[config.mk]
export PLATFORM = sky130hd
export DESIGN_NAME = alu_decode_stage
export DESIGN_NICKNAME = d
export VERILOG_FILES = /design/src/rtl/rv_ctrl_pkg.sv /design/src/rtl/rv_imm_gen.sv /design/src/rtl/alu_decode_stage.sv
export SDC_FILE = /design/constraint.sdc
export NUM_CORES = 1
export LEC_CHECK = 0
export ABC_AREA = 1
export BUFFER_PORTS_ARGS = -buffer_cell sky130_fd_sc_hd__buf_2
export CORE_ASPECT_RATIO = 0.8
export CORE_UTILIZATION = 35
export CTS_CLUSTER_SIZE = 30
export DETAILED_ROUTE_END_ITERATION = 8
export GPL_TIMING_DRIVEN = 1
export HOLD_SLACK_MARGIN = 0.15
export PLACE_DENSITY = 0.61
export SLEW_MARGIN = 0
export SYNTH_ARGS = -nofsm -noshare
export SYNTH_HDL_FRONTEND = slang
export SYNTH_SLANG_ARGS = --single-unit
[constraint.sdc]
create_clock -name clk -period 1.88 [get_ports clk]
set_clock_uncertainty 0.05 [all_clocks]
set_input_delay 0 -clock clk [delete_from_list [all_inputs] [get_ports clk]]
set_output_delay 0 -clock clk [all_outputs]
set_load 0.01 [all_outputs]
[src/rtl/rv_ctrl_pkg.sv]
// Shared opcode, funct and ALUop encodings plus the packed ALU control bundle
// used by the RV32I decode stage.
package rv_ctrl_pkg;

    localparam logic [6:0] OP_R      = 7'b0110011;
    localparam logic [6:0] OP_I      = 7'b0010011;
    localparam logic [6:0] OP_LOAD   = 7'b0000011;
    localparam logic [6:0] OP_STORE  = 7'b0100011;
    localparam logic [6:0] OP_BRANCH = 7'b1100011;

    localparam logic [6:0] F7_ZERO = 7'h00;
    localparam logic [6:0] F7_ALT  = 7'h20;
    localparam logic [2:0] F3_W    = 3'b010;

    localparam logic [2:0] F3_BEQ  = 3'b000;
    localparam logic [2:0] F3_BNE  = 3'b001;
    localparam logic [2:0] F3_BLT  = 3'b100;
    localparam logic [2:0] F3_BGE  = 3'b101;
    localparam logic [2:0] F3_BLTU = 3'b110;
    localparam logic [2:0] F3_BGEU = 3'b111;

    // R-type and I-type use independent ALUop tables.
    localparam logic [3:0] ALU_R_ADD = 4'b0000;
    localparam logic [3:0] ALU_R_SUB = 4'b0001;
    localparam logic [3:0] ALU_R_XOR = 4'b0010;
    localparam logic [3:0] ALU_R_OR  = 4'b0011;
    localparam logic [3:0] ALU_R_AND = 4'b0100;
    localparam logic [3:0] ALU_R_SLL = 4'b0101;
    localparam logic [3:0] ALU_R_SRL = 4'b0110;
    localparam logic [3:0] ALU_R_SRA = 4'b0111;

    localparam logic [3:0] ALU_I_ADDI = 4'b0000;
    localparam logic [3:0] ALU_I_XORI = 4'b0001;
    localparam logic [3:0] ALU_I_ORI  = 4'b0010;
    localparam logic [3:0] ALU_I_ANDI = 4'b0011;
    localparam logic [3:0] ALU_I_SLLI = 4'b0100;
    localparam logic [3:0] ALU_I_SRAI = 4'b0101;
    localparam logic [3:0] ALU_I_SRLI = 4'b0110;

    localparam logic [3:0] ALU_ADD = 4'b0000;

    typedef enum logic [2:0] {
        IMM_NONE,
        IMM_I,
        IMM_SHAMT,
        IMM_S,
        IMM_B
    } imm_fmt_t;

    typedef struct packed {
        logic [3:0] alu_op;
        logic       alu_src;
        logic       sftmd;
        logic       branch;
        logic       n_branch;
        logic       branch_lt;
        logic       branch_ge;
        logic       branch_ltu;
        logic       branch_geu;
    } alu_ctrl_t;

endpackage

[src/rtl/rv_imm_gen.sv]
// Immediate generator: selects and sign-extends the immediate field of an
// RV32I instruction according to the format chosen by the decoder.
import rv_ctrl_pkg::*;

module rv_imm_gen (
    input  imm_fmt_t    fmt,
    input  logic [31:0] instr,
    output logic [31:0] imm32
);

    // rs1/funct3/opcode never contribute to an immediate
    logic [14:0] unused_bits;
    assign unused_bits = {instr[19:12], instr[6:0]};

    always_comb begin
        imm32 = '0;
        case (fmt)
            IMM_I:     imm32 = {{20{instr[31]}}, instr[31:20]};
            IMM_SHAMT: imm32 = {27'b0, instr[24:20]};
            IMM_S:     imm32 = {{20{instr[31]}}, instr[31:25], instr[11:7]};
            IMM_B:     imm32 = {{19{instr[31]}}, instr[31], instr[7],
                                instr[30:25], instr[11:8], 1'b0};
            default:   imm32 = '0;
        endcase
    end

endmodule

[src/rtl/alu_decode_stage.sv]
// Registered RV32I decode stage: turns an instruction word into the ALU control
// bundle and immediate behind a single-entry valid/ready output register.
import rv_ctrl_pkg::*;

module alu_decode_stage #(
    parameter int               XLEN         = 32,
    parameter logic [XLEN-1:0]  RESET_PC_TAG = '0
) (
    input  logic            clk,
    input  logic            rst,
    input  logic            in_valid,
    output logic            in_ready,
    input  logic [31:0]     in_instr,
    input  logic [XLEN-1:0] in_pc,
    input  logic            flush,
    output logic            out_valid,
    input  logic            out_ready,
    output logic [XLEN-1:0] out_pc,
    output logic [3:0]      ALUop,
    output logic            ALUSrc,
    output logic            sftmd,
    output logic            Branch,
    output logic            nBranch,
    output logic            Branch_lt,
    output logic            Branch_ge,
    output logic            Branch_ltu,
    output logic            Branch_geu,
    output logic [XLEN-1:0] imm32,
    output logic [4:0]      rs1,
    output logic [4:0]      rs2,
    output logic [4:0]      rd,
    output logic            MemRead,
    output logic            MemWrite,
    output logic            RegWrite,
    output logic            illegal
);

    logic [6:0]  opcode;
    logic [2:0]  f3;
    logic [6:0]  f7;
    alu_ctrl_t   d_ctrl;
    imm_fmt_t    d_fmt;
    logic [31:0] d_imm;
    logic        d_mem_read, d_mem_write, d_reg_write, d_illegal;
    alu_ctrl_t   ctrl_q;
    logic        accept;

    assign opcode = in_instr[6:0];
    assign f3     = in_instr[14:12];
    assign f7     = in_instr[31:25];

    rv_imm_gen u_imm_gen (
        .fmt   (d_fmt),
        .instr (in_instr),
        .imm32 (d_imm)
    );

    always_comb begin
        d_ctrl      = '0;
        d_fmt       = IMM_NONE;
        d_mem_read  = 1'b0;
        d_mem_write = 1'b0;
        d_reg_write = 1'b0;
        d_illegal   = 1'b0;
        case (opcode)
            OP_R: begin
                d_reg_write = 1'b1;
                case ({f7, f3})
                    {F7_ZERO, 3'b000}: d_ctrl.alu_op = ALU_R_ADD;
                    {F7_ALT,  3'b000}: d_ctrl.alu_op = ALU_R_SUB;
                    {F7_ZERO, 3'b100}: d_ctrl.alu_op = ALU_R_XOR;
                    {F7_ZERO, 3'b110}: d_ctrl.alu_op = ALU_R_OR;
                    {F7_ZERO, 3'b111}: d_ctrl.alu_op = ALU_R_AND;
                    {F7_ZERO, 3'b001}: begin d_ctrl.alu_op = ALU_R_SLL; d_ctrl.sftmd = 1'b1; end
                    {F7_ZERO, 3'b101}: begin d_ctrl.alu_op = ALU_R_SRL; d_ctrl.sftmd = 1'b1; end
                    {F7_ALT,  3'b101}: begin d_ctrl.alu_op = ALU_R_SRA; d_ctrl.sftmd = 1'b1; end
                    default:           d_illegal = 1'b1;
                endcase
            end
            OP_I: begin
                d_ctrl.alu_src = 1'b1;
                d_reg_write    = 1'b1;
                d_fmt          = IMM_I;
                case (f3)
                    3'b000: d_ctrl.alu_op = ALU_I_ADDI;
                    3'b100: d_ctrl.alu_op = ALU_I_XORI;
                    3'b110: d_ctrl.alu_op = ALU_I_ORI;
                    3'b111: d_ctrl.alu_op = ALU_I_ANDI;
                    3'b001: begin
                        d_ctrl.alu_op = ALU_I_SLLI;
                        d_ctrl.sftmd  = 1'b1;
                        d_fmt         = IMM_SHAMT;
                        d_illegal     = (f7 != F7_ZERO);
                    end
                    3'b101: begin
                        d_ctrl.alu_op = (f7 == F7_ALT) ? ALU_I_SRAI : ALU_I_SRLI;
                        d_ctrl.sftmd  = 1'b1;
                        d_fmt         = IMM_SHAMT;
                        d_illegal     = (f7 != F7_ZERO) && (f7 != F7_ALT);
                    end
                    default: d_illegal = 1'b1;
                endcase
            end
            OP_LOAD: begin
                d_ctrl.alu_op  = ALU_ADD;
                d_ctrl.alu_src = 1'b1;
                d_mem_read     = 1'b1;
                d_reg_write    = 1'b1;
                d_fmt          = IMM_I;
                d_illegal      = (f3 != F3_W);
            end
            OP_STORE: begin
                d_ctrl.alu_op  = ALU_ADD;
                d_ctrl.alu_src = 1'b1;
                d_mem_write    = 1'b1;
                d_fmt          = IMM_S;
                d_illegal      = (f3 != F3_W);
            end
            OP_BRANCH: begin
                d_ctrl.alu_op = ALU_ADD;
                d_fmt         = IMM_B;
                case (f3)
                    F3_BEQ:  d_ctrl.branch     = 1'b1;
                    F3_BNE:  d_ctrl.n_branch   = 1'b1;
                    F3_BLT:  d_ctrl.branch_lt  = 1'b1;
                    F3_BGE:  d_ctrl.branch_ge  = 1'b1;
                    F3_BLTU: d_ctrl.branch_ltu = 1'b1;
                    F3_BGEU: d_ctrl.branch_geu = 1'b1;
                    default: d_illegal         = 1'b1;
                endcase
            end
            default: d_illegal = 1'b1;
        endcase
        // An illegal word travels as a pure bubble of control: nothing enabled.
        if (d_illegal) begin
            d_ctrl      = '0;
            d_fmt       = IMM_NONE;
            d_mem_read  = 1'b0;
            d_mem_write = 1'b0;
            d_reg_write = 1'b0;
        end
    end

    assign in_ready = !out_valid || out_ready;
    assign accept   = in_valid && in_ready && !flush;

    always_ff @(posedge clk) begin
        if (rst) begin
            out_valid <= 1'b0;
            out_pc    <= RESET_PC_TAG;
            ctrl_q    <= '0;
            imm32     <= '0;
            rs1       <= '0;
            rs2       <= '0;
            rd        <= '0;
            MemRead   <= 1'b0;
            MemWrite  <= 1'b0;
            RegWrite  <= 1'b0;
            illegal   <= 1'b0;
        end else if (flush) begin
            out_valid <= 1'b0;
        end else if (accept) begin
            out_valid <= 1'b1;
            out_pc    <= in_pc;
            ctrl_q    <= d_ctrl;
            imm32     <= d_imm;
            rs1       <= in_instr[19:15];
            rs2       <= in_instr[24:20];
            rd        <= in_instr[11:7];
            MemRead   <= d_mem_read;
            MemWrite  <= d_mem_write;
            RegWrite  <= d_reg_write;
            illegal   <= d_illegal;
        end else if (out_ready) begin
            out_valid <= 1'b0;
        end
    end

    assign ALUop      = ctrl_q.alu_op;
    assign ALUSrc     = ctrl_q.alu_src;
    assign sftmd      = ctrl_q.sftmd;
    assign Branch     = ctrl_q.branch;
    assign nBranch    = ctrl_q.n_branch;
    assign Branch_lt  = ctrl_q.branch_lt;
    assign Branch_ge  = ctrl_q.branch_ge;
    assign Branch_ltu = ctrl_q.branch_ltu;
    assign Branch_geu = ctrl_q.branch_geu;

endmodule

==> results.ini <==
[run_status]
status=completed

[die]
rows=32
start_util_pct=36.6
die_w_um=115
io_pins=166
dieArea_sq_mm=0.0107
die_h_um=92.6
design.core.area_sq_mm=0.00981

[critical_path]
crit_family=buffers and inverters
crit_top_cell=nand2_1
crit_slowest_cell=dlygate4sd3_1
start_kind=input pin
worstSetupPathType=in -> reg
critical_path_buf_inv_count=5
r2r_end=Branch
cp_cell_sequence=buf_2, inv_2, dlygate4sd3_1, nand3_2, nor2_4, buf_4, nand2_2, buf_4, nand4_1, nand2_2, nand2_1, nand2_1, nand2_1, a21oi_2
required_ps=2040
max_stage_delay_ps=570
r2r_slack_ps=320
regToRegStartpoint=out_valid
reg2reg_depth=7
crit_path_end_kind=flop
arrival_ps=1930
path_max_fanout=5

[sta]
fin_crit_ps=1770
tns_ps=0
fin_crit_sh_pct=94.2
fmax_mhz=565
tightest_slew_ps=563
slew_violations=0
finalSetupViolations=0
finalWorstSetupSlack_ps=109
grt_setup_unrepaired=false
slew_headroom_pct=62.2
hold_violations=0
holdWs_ps=134

[power]
p_leak_nw=2.83
irDropWorstVdd_mv=0.544
power_density_mw_per_mm2=766

[clock_network]
cts.sinks=76
clk_latency_ps=330
cts-buffers-inserted=9
cts_tree=yes
htreeDepth=3
cts_buffer_depth=2
cts_root_buf=clkbuf_16
clk_pin_slew_ps=60

[min_path]
min-delay-start=in_instr[6]
hp-class=in -> reg
holdPathStages=5
min_to=Branch_ge

[detailed_routing]
finalWirelength_mm=11.3
drc=0
vias_per_cell=4.63
drt_iter0_markers=205
drt-pass1-iter-count=4
vias=3985
ant_nets=0
wire_per_inst_um=13.2

[grt]
grt_max_degree=52
grt.total_usage_pct=21.5
grt_pass1_vias=3765
gr-total-overflow=0
antenna_found_initial=0
grt_pass1_wl_mm=17.8

[yosys]
ys_warn_count=0
synth_compound_area_share_pct=14.0
yosys.area_share.xor_xnor_pct=0
ys_ff_latch=76
syn_inst=506
synth_fa_ha_area_share_pct=0
synth_top_family_by_area=simple AND/OR/NAND/NOR gates
syn_nets=575
synthArstFlopShare_pct=0
ys_seq_area_share_pct=42.4
syn-mean-instance-area_sq_um=7.10
synth_cell_types=34
synthMuxAreaShare_pct=0
synth_edf_count=0
synth-simple-area-share_pct=32.6
synthFlopType=dfxtp_1
netlist_area_sq_mm=0.00359

[layout]
design_area_sq_mm=0.00561
syn_to_final_growth_pct=56.1
drive_gt1_share_pct=34.4
fin_util_pct=57.2
fin_nets=789
fill_cells=929
diodes=0
final_cell_mix=buf_2 (160), nor2_1 (111), nand2_1 (77), dfxtp_1 (76), dlygate4sd3_1 (70)
layout.cells.most_common=buf_2

[placed_design]
dpl_worst_slack_ps=95.0
gp_congestion=0.853
io_buffers=164
dpl-instance-area_sq_mm=0.00442
place.detailed.hpwl_mm=7.51

[flow_run]
cap_violations=0

[sequential cells by signal, indices dropped and copies added, names as in the netlist]
| name | cells |
|---|---|
| imm32 | 13 |
| out_valid | 1 |
| ALUSrc | 1 |
| MemRead | 1 |
| Branch_geu | 1 |
| out_pc | 32 |
| Branch_ltu | 1 |
| rd | 5 |
| sftmd | 1 |
| MemWrite | 1 |
| Branch | 1 |
| RegWrite | 1 |
| Branch_ge | 1 |
| rs1 | 5 |
| nBranch | 1 |
| Branch_lt | 1 |
| rs2 | 5 |
| ALUop | 3 |
| illegal | 1 |
[where the power goes]
group          internal, W  switching (W)
combinational     0.000279       0.000315
sequential         0.00169      0.0000342
clock              0.00129       0.000690
[through the flow]
stage	power, W	std cells
6_report	0.00430	860
2_1_floorplan	0.00199	506
3_3_place_gp	0.00221	771
5_1_grt	0.00449	860
4_1_cts	0.00432	858
3_5_place_dp	0.00221	771
[worst register-to-register path: stages, from the launching register on]
cell and delay [ps]:
dfxtp_1 320, inv_1 50, nor2_1 50, nor3_2 180, buf_12 240, buf_4 300
nand4_1 160, a21oi_1 140
[layer usage]
metal	vias to the layer above	global-route usage, %	routed length (um)	share of wire [%]
li1	2023	-	-	-
met1	1771	26.5	5180	46
met2	160	34.6	5020	44
met3	31	6.35	750	6.6
met4	0	9.09	360	3.2
met5	-	0	0	0
[cells by family after synthesis]
group                  count (synthesis)
AO/OA/AOI/OAI                         91
buffers and inverters                 79
flip-flops                            76
AND/OR/NAND/NOR                      259
other                                  1
[area by class of cell]
| class | instances | area, sq um | area share (%) |
|---|---|---|---|
| clock buffers | 9 | 225 | 4.02 |
| repair buffers | 247 | 1670 | 29.8 |
| multi-input cells | 351 | 1770 | 31.6 |
| inverters | 35 | 135 | 2.41 |
| clock inverters | 6 | 114 | 2.03 |
| well taps | 136 | 170 | 3.03 |
| flip-flops and latches | 76 | 1520 | 27.1 |
[cell usage after synthesis, types with 2 or more instances]
master    instances  area (sq um)
a21oi_1          23           115
a21oi_2           5          43.8
buf_4            20           150
buf_6             2          22.5
clkbuf_1         21          78.8
dfxtp_1          76          1520
inv_1            25          93.8
inv_2             8          30.0
nand2_1          79           297
nand2_2          15          93.8
nand3_1          25           125
nand3_2           3          30.0
nand4_1           5          31.3
nor2_1          116           435
nor2_2            4          25.0
nor2_4            3          33.8
nor2_8            2          40.0
nor3_1            3          15.0
o21ai_0          55           275
o31ai_1           2          15.0
[how the worst max path moves through the flow]
stage / from / endpoint / slack, ps / cells past startpoint
4_1_cts: in_instr[28] / imm32[0] / 9 / 14
3_3_place_gp: in_instr[2] / imm32[1] / 90 / 15
5_1_grt: in_instr[4] / imm32[1] / 0.2 / 18
6_report: in_instr[6] / imm32[0] / 110 / 14
2_1_floorplan: out_valid / Branch / 390 / 7
3_5_place_dp: in_instr[2] / imm32[1] / 100 / 15
[timing repair]
action / 4_1_cts / 5_1_grt
buffers inserted: 0 / 3
endpoints found under the setup margin: 0 / 16
hold buffers: 72 / 1
endpoints found under the hold margin: 75 / 1
resized for setup: 0 / 28
Power figures use the tool's default switching activity.
